[src/rtl/prime_check_sched.sv]
`timescale 1ns/1ps
// Round-robin scheduler sharing one prime_num_check between two requesters,
// with handshake sequencing, a hung-checker timeout and a prime counter.
module prime_check_sched #(
  parameter int TIMEOUT = 50000
) (
  input  logic        clk,
  input  logic        rst_n,
  input  logic        req0,
  input  logic        req1,
  input  logic [9:0]  num0,
  input  logic [9:0]  num1,
  output logic        ack0,
  output logic        ack1,
  output logic        prime,
  output logic        err,
  output logic        busy,
  output logic [15:0] prime_cnt,
  output logic        chk_start,
  output logic [9:0]  chk_num,
  input  logic        chk_done,
  input  logic        chk_prime
);

  typedef enum logic [2:0] {
    S_SYNC,
    S_IDLE,
    S_START,
    S_RUN,
    S_RESP
  } state_t;

  localparam logic [15:0] TIMEOUT_W = 16'(TIMEOUT);

  state_t      state_q;
  logic        id_q;
  logic        rr_q;
  logic        ack0_q;
  logic        ack1_q;
  logic        prime_q;
  logic        err_q;
  logic        chk_start_q;
  logic [9:0]  chk_num_q;
  logic [15:0] prime_cnt_q;
  logic [15:0] timer_q;

  logic        grant_vld;
  logic        grant_id;
  logic [15:0] timer_d;
  logic        timed_out;
  logic        fin_ok;

  // When both request, serve the one that was not served last.
  always_comb begin
    grant_vld = req0 | req1;
    grant_id  = (req0 & req1) ? ~rr_q : req1;
    timer_d   = timer_q + 16'd1;
    timed_out = ((state_q == S_START) || (state_q == S_RUN)) && (timer_q == TIMEOUT_W);
    fin_ok    = (state_q == S_RUN) && chk_done && !timed_out;
  end

  always_ff @(posedge clk or negedge rst_n) begin
    if (!rst_n) begin
      state_q     <= S_SYNC;
      id_q        <= 1'b0;
      rr_q        <= 1'b1;
      ack0_q      <= 1'b0;
      ack1_q      <= 1'b0;
      prime_q     <= 1'b0;
      err_q       <= 1'b0;
      chk_start_q <= 1'b0;
      chk_num_q   <= 10'd0;
      prime_cnt_q <= 16'd0;
      timer_q     <= 16'd0;
    end else begin
      ack0_q <= 1'b0;
      ack1_q <= 1'b0;
      case (state_q)
        S_SYNC: begin
          if (chk_done) state_q <= S_IDLE;
        end
        S_IDLE: begin
          if (grant_vld) begin
            id_q        <= grant_id;
            chk_num_q   <= grant_id ? num1 : num0;
            timer_q     <= 16'd0;
            chk_start_q <= 1'b1;
            state_q     <= S_START;
          end
        end
        S_START: begin
          if (!timed_out) begin
            timer_q <= timer_d;
            if (!chk_done) begin
              chk_start_q <= 1'b0;
              state_q     <= S_RUN;
            end
          end
        end
        S_RUN: begin
          if (!timed_out) timer_q <= timer_d;
        end
        S_RESP: begin
          rr_q    <= id_q;
          prime_q <= 1'b0;
          err_q   <= 1'b0;
          if (prime_q) prime_cnt_q <= prime_cnt_q + 16'd1;
          state_q <= err_q ? S_SYNC : S_IDLE;
        end
        default: state_q <= S_SYNC;
      endcase

      // Completion or abort: result and ack are registered together for one cycle.
      if (fin_ok || timed_out) begin
        ack0_q      <= ~id_q;
        ack1_q      <= id_q;
        prime_q     <= fin_ok & chk_prime;
        err_q       <= timed_out;
        chk_start_q <= 1'b0;
        state_q     <= S_RESP;
      end
    end
  end

  assign ack0      = ack0_q;
  assign ack1      = ack1_q;
  assign prime     = prime_q;
  assign err       = err_q;
  assign busy      = (state_q != S_IDLE);
  assign prime_cnt = prime_cnt_q;
  assign chk_start = chk_start_q;
  assign chk_num   = chk_num_q;

endmodule

[config.mk]
export PLATFORM = sky130hd
export DESIGN_NAME = prime_check_sched
export DESIGN_NICKNAME = d
export VERILOG_FILES = /design/src/rtl/prime_check_sched.sv
export SDC_FILE = /design/constraint.sdc
export NUM_CORES = 1
export LEC_CHECK = 0
export CAP_MARGIN = 20
export CORE_MARGIN = 1.5
export CORE_UTILIZATION = 50
export CTS_CLUSTER_DIAMETER = 200
export CTS_CLUSTER_SIZE = 12
export DETAILED_ROUTE_END_ITERATION = 12
export PLACE_DENSITY = 0.84
export SYNTH_ARGS = -nofsm -noshare
export SYNTH_HDL_FRONTEND = slang
export SYNTH_SLANG_ARGS = --single-unit
[constraint.sdc]
create_clock -name clk -period 1.9 [get_ports clk]
set_input_delay 0.19 -clock clk [delete_from_list [all_inputs] [get_ports clk]]
set_output_delay 0.19 -clock clk [all_outputs]
set_load 0.01 [all_outputs]
==> results_dict.tcl, run 1 <==
set metrics [dict create \
    clkTransAtPathRegs_ns 0.10 \
    finalWirelength_mm 5.49 \
    synth_edf_count 0 \
    drc 0 \
    stdcell_area_sq_mm 0.00340 \
    synth_warnings 0 \
    synth_compound_gate_area_share_pct 13.2 \
    grt_max_degree 31 \
    slew_headroom_pct 62.4 \
    drive_gt1_share_pct 11.0 \
    hold_path.class "in -> async" \
    rows 25 \
    fin_skew_ns 0.00981 \
    clk_latency_ns 0.30 \
    ir_worst_vdd_mv 0.665 \
    h-tree-depth 2 \
    drt_iter0_drc 147 \
    worstSetupEndpointType "output pin" \
    synth_top_family_by_area "simple AND/OR/NAND/NOR gates" \
    syn_area_sq_mm 0.00258 \
    synth_area_leaders "dfrtp_1 49%, mux2i_1 5.4%, nand2_1 3.3%, xnor2_1 3.1%, xor2_1 3.1%" \
    synth_top_area_share_pct 49.4 \
    powerDensity_mw_per_mm2 1050 \
    fmax_mhz 547 \
    clock_path_buffers 2 \
    leakage_nw 1.48 \
    wire_per_inst_um 14.6 \
    grt_pass1_vias 2046 \
    viasPerCell 5.58 \
    die_w_um 74.9 \
    drt_pre_antenna_iters 4 \
    synth_fa_ha_area_share_pct 1.45 \
    r2r_end "timer_q[2]" \
    rrSetupSlack_ns 0.13 \
    cap_violations 0 \
    synth-simple-area-share_pct 19.3 \
    arrival_ns 1.64 \
    synth_xor_area_share_pct 6.10 \
    rsz0062_at_grt "no" \
    required_ns 1.71 \
    status "finished, final reports clean" \
    period_minus_slack_ns 1.83 \
    core_sq_mm 0.00485 \
    worst_setup_path_start_kind "register" \
    synthesis.nets 274 \
    vias 2105 \
    overflow 0 \
    cts_buffers 5 \
    syn_avg_cell_area_sq_um 10.5 \
    post-route-period-util_pct 96.2 \
    drv_slew 0 \
    synth_top_area_cell "dfrtp_1" \
    grt_usage_pct 21.6 \
    ys.flop_type "dfrtp_1" \
    async_reset_ff_share_pct 100 \
    yosysUniqueCellTypes 53 \
    clockRootBuffer "clkbuf_8" \
    ys_ff_latch 52 \
    placed_cell_area_sq_mm 0.00327 \
    grt_pass1_wl_mm 9.23 \
    dpl.hpwl_mm 4.02 \
    nets 338 \
    reg2reg_depth 4 \
    dieHeight_um 74.9 \
    critPathMaxFanout 6 \
    gp_congestion 0.833 \
    worst_r2r_startpoint "state_q[2]" \
    antenna_found_initial 0 \
    synthMuxAreaShare_pct 6.30 \
    area_growth_pct 31.5 \
    hold_viol_final 0 \
    tightest_slew_ns 0.561 \
    worstSetupPathType "reg -> out" \
    setup_tns_ns 0 \
    io_buffers 57 \
    ant_nets 0 \
    cts_tree "yes" \
    antennaDiodeCount 0 \
    dieArea_sq_mm 0.00560 \
    start_util_pct 53.3 \
    synthCells 245 \
    finalSetupViolations 0 \
    cts_num_sinks 52 \
    yosysSeqAreaShare_pct 50.4 \
    ioPinCount 58 \
]
## synth_stat cells (8+ instances only)
library cell and number:
nand2_1 23, o21ai_0 15, dfrtp_1 51, nor2_1 11, nand3_1 9, mux2i_1 14, xor2_1 9, a21oi_1 8
inv_1 9, xnor2_1 9
## sequential cells by signal, indices dropped and copies added (netlist names)
register	count
ack0	1
ack1	1
chk_num	10
chk_start	1
err	1
id_q	1
prime	1
prime_cnt	16
rr_q	1
state_q	3
timer_q	16
## logic make-up after synthesis
logic type               Yosys count
AO/OA/AOI/OAI                     49
XOR/XNOR                          18
adder cells (fa/ha/maj)            3
buffers and inverters             19
flip-flops                        52
multiplexers                      16
AND/OR/NAND/NOR                   88
## where the power goes
group / total, mW / leakage [nW] / switching [mW] / internal, mW
clock network: 0.649 / 0.0445 / 0.352 / 0.297
registers: 1.58 / 0.690 / 0.230 / 1.35
logic: 1.33 / 0.747 / 0.627 / 0.706
total: 3.57 / 1.48 / 1.21 / 2.36
## worst max-delay path, cell delays in order, from the launching register on
cell and delay, ns:
dfrtp_1 0.48, nor3b_4 0.28, inv_1 0.08, clkdlybuf4s50_1 0.49
## what timing repair did
action,CTS,global route
hold endpoints to repair,21,0
pin swaps,0,1
hold buffers,1,0
setup endpoints to repair,1,6
gates resized for setup,3,1
setup buffers,0,1
## layout make-up
class,instances,area (sq um)
clock buffer,7,86.3
clock inverter,1,7.51
fill,351,1450
inverter,9,33.8
multi-input combinational,174,1210
sequential,52,1300
tap,67,83.8
timing repair buffer,67,668
## stage by stage
step                setup WS, ns  utilization (%)  power, mW  hold WS [ns]  instances
floorplan                  0.324                -       2.26        -0.106        245
global placement           0.155             67.4       2.84         0.189        367
detailed placement        0.0804             67.4       2.89         0.207        367
CTS                       0.0280             69.8       3.56         0.442        376
global route              0.0102             70.1       3.80         0.481        377
finish                    0.0728             70.1       3.57         0.414        377
## cells in the final DEF (no fill, tap or decap), types with 3 or more instances in the layout
cell             instances
or3_1                    3
xor2_1                   9
clkbuf_8                 6
a21oi_1                  8
nand2_1                 23
nand4_1                  4
inv_1                    9
nor2_1                  11
o21ai_0                 15
buf_4                    7
nand3_1                  8
o21a_1                   3
xnor2_1                  9
nor3_1                   5
dfrtp_1                 50
ha_1                     3
mux2i_1                 14
and3_1                   5
o31ai_1                  5
clkdlybuf4s50_1         56
or4_1                    5
nand2b_1                 4
## metal layers
| layer | GRT usage, % | up-vias | part of all wire [%] |
|---|---|---|---|
| met5 | 0 | - | 0 |
| met4 | 6.67 | 0 | 1.5 |
| met3 | 5.62 | 8 | 6.2 |
| met2 | 35.9 | 65 | 50 |
| met1 | 27.9 | 1027 | 43 |
| li1 | - | 1005 | - |
## worst max-delay path by stage
stage | cells after the start | start | end
floorplan | 4 | state_q[2] | timer_q[0]
global placement | 6 | req1 | timer_q[9]
detailed placement | 3 | state_q[0] | busy
CTS | 3 | state_q[2] | busy
global route | 5 | timer_q[1] | timer_q[10]
finish | 3 | state_q[1] | busy
No activity file was read; power rests on OpenSTA's default activity.
==> run 2, diff against run 1 <==
Settings changed: PLACE_DENSITY 0.84 to not set, PLACE_DENSITY_LB_ADDON set to 0.2.
==> run 2 against run 1 <==
Clock skew decreased by 0.0040 ns. Largest cell class unchanged. Setup slack improved by 0.0085 ns. Fmax increased by 0.47%. Hold slack got worse by 0.017 ns. Sequential power about the same.
==> results_dict.tcl, run 2 (synthesized netlist as in run 1, its figures left out) <==
set metrics [dict create \
    status "finished, final reports clean" \
    crit_family "simple AND/OR/NAND/NOR gates" \
    p_sw_mw 1.18 \
    share_comb_of_total_power_pct 35.3 \
    grt_max_degree 32 \
    rsz0062_at_grt "no" \
    grt_pass1_wl_mm 8.68 \
    drc 0 \
    rows 25 \
    io_buffers 57 \
    required_ns 2.12 \
    met2_length_mm 2.47 \
    slew_headroom_pct 64.4 \
    setup_tns_ns 0 \
    fillers 368 \
    cap_violations 0 \
    ir_worst_vdd_mv 0.785 \
    worst_r2r_startpoint "state_q[2]" \
    cp_cell_sequence "and2b_1, or4b_4, o21ai_2, mux2i_1" \
    clockRootBuffer "clkbuf_8" \
    core_sq_mm 0.00485 \
    finalWirelength_mm 5.17 \
    wire_per_inst_um 13.7 \
    leakage_nw 1.49 \
    slowest_delay_ns 0.54 \
    antennaDiodeCount 0 \
    nets 339 \
    finalSetupViolations 0 \
    ioPinCount 58 \
    fin_hold_ws_ns 0.397 \
    tightest_slew_ns 0.530 \
    dieArea_sq_mm 0.00560 \
    worstSetupEndpointType "register" \
    cp-startpoint "state_q[2]" \
    hold_path.class "in -> async" \
    overflow 0 \
    period_minus_slack_ns 1.82 \
    final_util_pct 70.4 \
    fin_skew_ns 0.00585 \
    p_sw_share_pct 32.6 \
    arrival_ns 2.04 \
    dr.max_layer_used "met4" \
    post-route-period-util_pct 95.7 \
    cts_buffers 5 \
    internal-power_mw 2.44 \
    cts_num_sinks 52 \
    dieHeight_um 74.9 \
    seqPwrFrac_pct 43.9 \
    dpl.hpwl_mm 3.79 \
    clk_latency_ns 0.30 \
    ant_nets 0 \
    drv_slew 0 \
    clock_path_buffers 2 \
    fmax_mhz 550 \
    grt_pass1_vias 1862 \
    drt_pre_antenna_iters 4 \
    post-cts-setup-buffers 0 \
    wl_met1_mm 2.40 \
    hold_viol_final 0 \
    cts_tree "yes" \
    h-tree-depth 2 \
    powerDensity_mw_per_mm2 1060 \
    vias 2037 \
    final_common_cell "clkdlybuf4s50_1" \
    start_util_pct 53.3 \
    path_buf_inv 0 \
    dr_wl_met3_um 248 \
    antenna_found_initial 0 \
    crit_slowest_cell "or4b_4" \
    worstSetupPathType "reg -> reg" \
    drt_iter0_drc 95 \
    drive_gt1_share_pct 11.6 \
    finalPower_mw 3.63 \
    grt_usage_pct 20.3 \
    area_growth_pct 32.1 \
    die_w_um 74.9 \
    clockPowerShare_pct 20.8 \
    final_cell_mix "56 x clkdlybuf4s50_1, 49 x dfrtp_1, 23 x nand2_1" \
    critPathMaxFanout 7 \
    gp_congestion 0.803 \
    viasPerCell 5.39 \
    worst_setup_path_start_kind "register" \
    clkTransAtPathRegs_ns 0.09 \
]
run 2: what timing repair did:
action / CTS / global route
hold buffers: 1 / 0
setup endpoints to repair: 1 / 4
gates resized for setup: 1 / 4
hold endpoints to repair: 21 / 0
run 2: path summary, 6_finish.rpt:
path / slack, ns / to / cells past startpoint
min: 0.40 / timer_q[14] / 2
max: 0.08 / timer_q[1] / 4
max in group asynchronous: 0.89 / rr_q / 3
min reg2reg: 0.47 / prime_cnt[15] / 1
min in group clk: 0.47 / prime_cnt[15] / 1
max reg2reg: 0.08 / timer_q[1] / 4
run 2: per-layer routing:
layer	global-route usage (%)	vias up
met5	0	-
met4	6.06	0
met3	4.55	5
met2	31.6	55
met1	28.6	974
li1	-	1003
run 2: cell type report:
class / count / area [sq um] / area share (%)
clock inverters: 2 / 38.8 / 1.14
inverters: 9 / 33.8 / 0.990
clock buffers: 6 / 72.6 / 2.13
flip-flops and latches: 52 / 1310 / 38.2
repair buffers: 68 / 663 / 19.4
multi-input cells: 174 / 1210 / 35.6
well taps: 67 / 83.8 / 2.46
run 2: through the flow:
stage	instance area, sq um	cells	setup WS (ns)
6_report	3410	378	0.0814
5_1_grt	3410	378	0.00356
4_1_cts	3400	378	0.00177
3_5_place_dp	3270	369	0.0647
3_3_place_gp	3270	369	0.126
2_1_floorplan	2580	245	0.324
run 2: power by group through the flow:
stage	sequential, mW	clock (mW)	combinational (mW)
floorplan	1.59	0	0.666
global placement	1.58	0	1.25
detailed placement	1.59	0	1.28
CTS	1.58	0.780	1.29
global route	1.64	0.826	1.43
finish	1.59	0.754	1.28
==> run 3, diff against run 2 <==
Settings changed: CORE_ASPECT_RATIO set to 0.6.
==> run 3 against run 2 <==
Utilization is 2.8 points lower. Routed wire length is 14% higher. Sequential share of layout area is 0.30 points higher. Power is 2.3% lower. Register-to-register slack better by 0.03 ns. Sequential cell count stayed put. Critical path depth is 1 lower. Die area is 0.26% higher. Final cell count is 0.53% lower. Largest cell class unchanged. Design area is 0.88% lower.
==> results_dict.tcl, run 3 (synthesized netlist as in run 1, its figures left out) <==
set metrics [dict create \
    worst_r2r_startpoint "timer_q[0]" \
    slew_headroom_pct 60.1 \
    dieHeight_um 58.7 \
    cts_tree "yes" \
    drt_iter0_drc 135 \
    cts_num_sinks 52 \
    status "finished, final reports clean" \
    start_util_pct 51.6 \
    overflow 0 \
    ioPinCount 58 \
    setup_ws_ns 0.107 \
    final_common_cell "clkdlybuf4s50_1" \
    r2r_end "timer_q[10]" \
    rrSetupSlack_ns 0.11 \
    area_growth_pct 31.0 \
    drv_slew 0 \
    finalWirelength_mm 5.89 \
    clkTransAtPathRegs_ns 0.09 \
    worstSetupPathType "reg -> out" \
    cts_buffers 5 \
    period_minus_slack_ns 1.79 \
    fin_skew_ns 0.0105 \
    leakage_nw 1.48 \
    required_ns 1.71 \
    ant_nets 0 \
    drive_gt1_share_pct 10.6 \
    gp_congestion 0.865 \
    finalSetupViolations 0 \
    post-route-period-util_pct 94.4 \
    worst_setup_path_start_kind "register" \
    fmax_mhz 558 \
    drt_pre_antenna_iters 4 \
    wire_per_inst_um 15.7 \
    vias 2103 \
    tightest_slew_ns 0.595 \
    final_cell_mix "56 x clkdlybuf4s50_1, 50 x dfrtp_1, 23 x nand2_1" \
    setup_tns_ns 0 \
    io_buffers 57 \
    dpl.hpwl_mm 4.39 \
    viasPerCell 5.59 \
    clockRootBuffer "clkbuf_8" \
    critPathMaxFanout 7 \
    stdcell_count 376 \
    hold_viol_final 0 \
    rows 20 \
    arrival_ns 1.60 \
    grt_pass1_wl_mm 9.56 \
    rsz0062_at_grt "no" \
    ir_worst_vdd_mv 0.528 \
    antennaDiodeCount 0 \
    grt_max_degree 33 \
    hold_path.class "in -> async" \
    worstSetupEndpointType "output pin" \
    dp.cells 368 \
    reg2reg_depth 5 \
    clock_path_buffers 2 \
    grt_pass1_vias 1949 \
    place_worst_setup_slack_ns 0.0906 \
    h-tree-depth 2 \
    dieArea_sq_mm 0.00562 \
    grt_usage_pct 22.9 \
    powerDensity_mw_per_mm2 1050 \
    core_sq_mm 0.00500 \
    nets 339 \
    clk_latency_ns 0.31 \
    drc 0 \
    die_w_um 95.8 \
    cap_violations 0 \
    antenna_found_initial 0 \
]
[run 3: changes by cell type in the layout (fill, tap and decap cells not counted), sizes merged]
cell	previous run	this run
clkinv	0	1
inv	10	9
bufinv	1	0
[run 3: metal layers]
metal / share of wire [%] / vias up / global-route usage [%]
met5: 0 / - / 0
met4: 1.0 / 0 / 5.67
met3: 9.1 / 8 / 6.85
met2: 43 / 97 / 33.0
met1: 47 / 994 / 33.7
li1: - / 1004 / -
[run 3: area by class of cell]
type	count	area (sq um)
clock inverters	1	5.00
inverters	9	33.8
repair buffers	68	676
flip-flops and latches	52	1300
fillers	413	1620
well taps	66	82.6
multi-input cells	174	1210
clock buffers	6	72.6
[run 3: power by group]
group | internal, mW | switching (mW)
sequential | 1.35 | 0.208
clock | 0.252 | 0.356
combinational | 0.713 | 0.665
total | 2.32 | 1.23
[run 3: worst max-delay path, stage by stage (launching register included)]
cell and delay [ns]:
dfrtp_2 0.47, nor3b_4 0.27, inv_1 0.07, clkdlybuf4s50_1 0.49
[run 3: through the flow]
step	power, mW	instance area (sq um)	utilization, %	hold WS (ns)
after detailed placement	2.93	3280	65.6	0.191
after floorplan	2.26	2580	-	-0.106
after global routing	3.78	3380	67.6	0.432
after global placement	2.88	3280	65.6	0.190
final	3.55	3380	67.6	0.380
after CTS	3.55	3370	67.4	0.389
[run 3: worst max path at each step]
stage / depth (start not counted) / end / from / slack (ns)
after floorplan: 4 / timer_q[0] / state_q[2] / 0.32
after global placement: 5 / timer_q[15] / req1 / 0.14
after detailed placement: 6 / timer_q[9] / req1 / 0.09
after CTS: 3 / busy / state_q[2] / 0.04
after global routing: 5 / timer_q[14] / timer_q[0] / 0.01
final: 3 / busy / state_q[2] / 0.11
[run 3: what timing repair did]
action	4_1_cts	5_1_grt
hold endpoints to repair	20	0
gates resized for setup	1	2
hold buffers	1	0
setup buffers	0	0
setup endpoints to repair	1	1
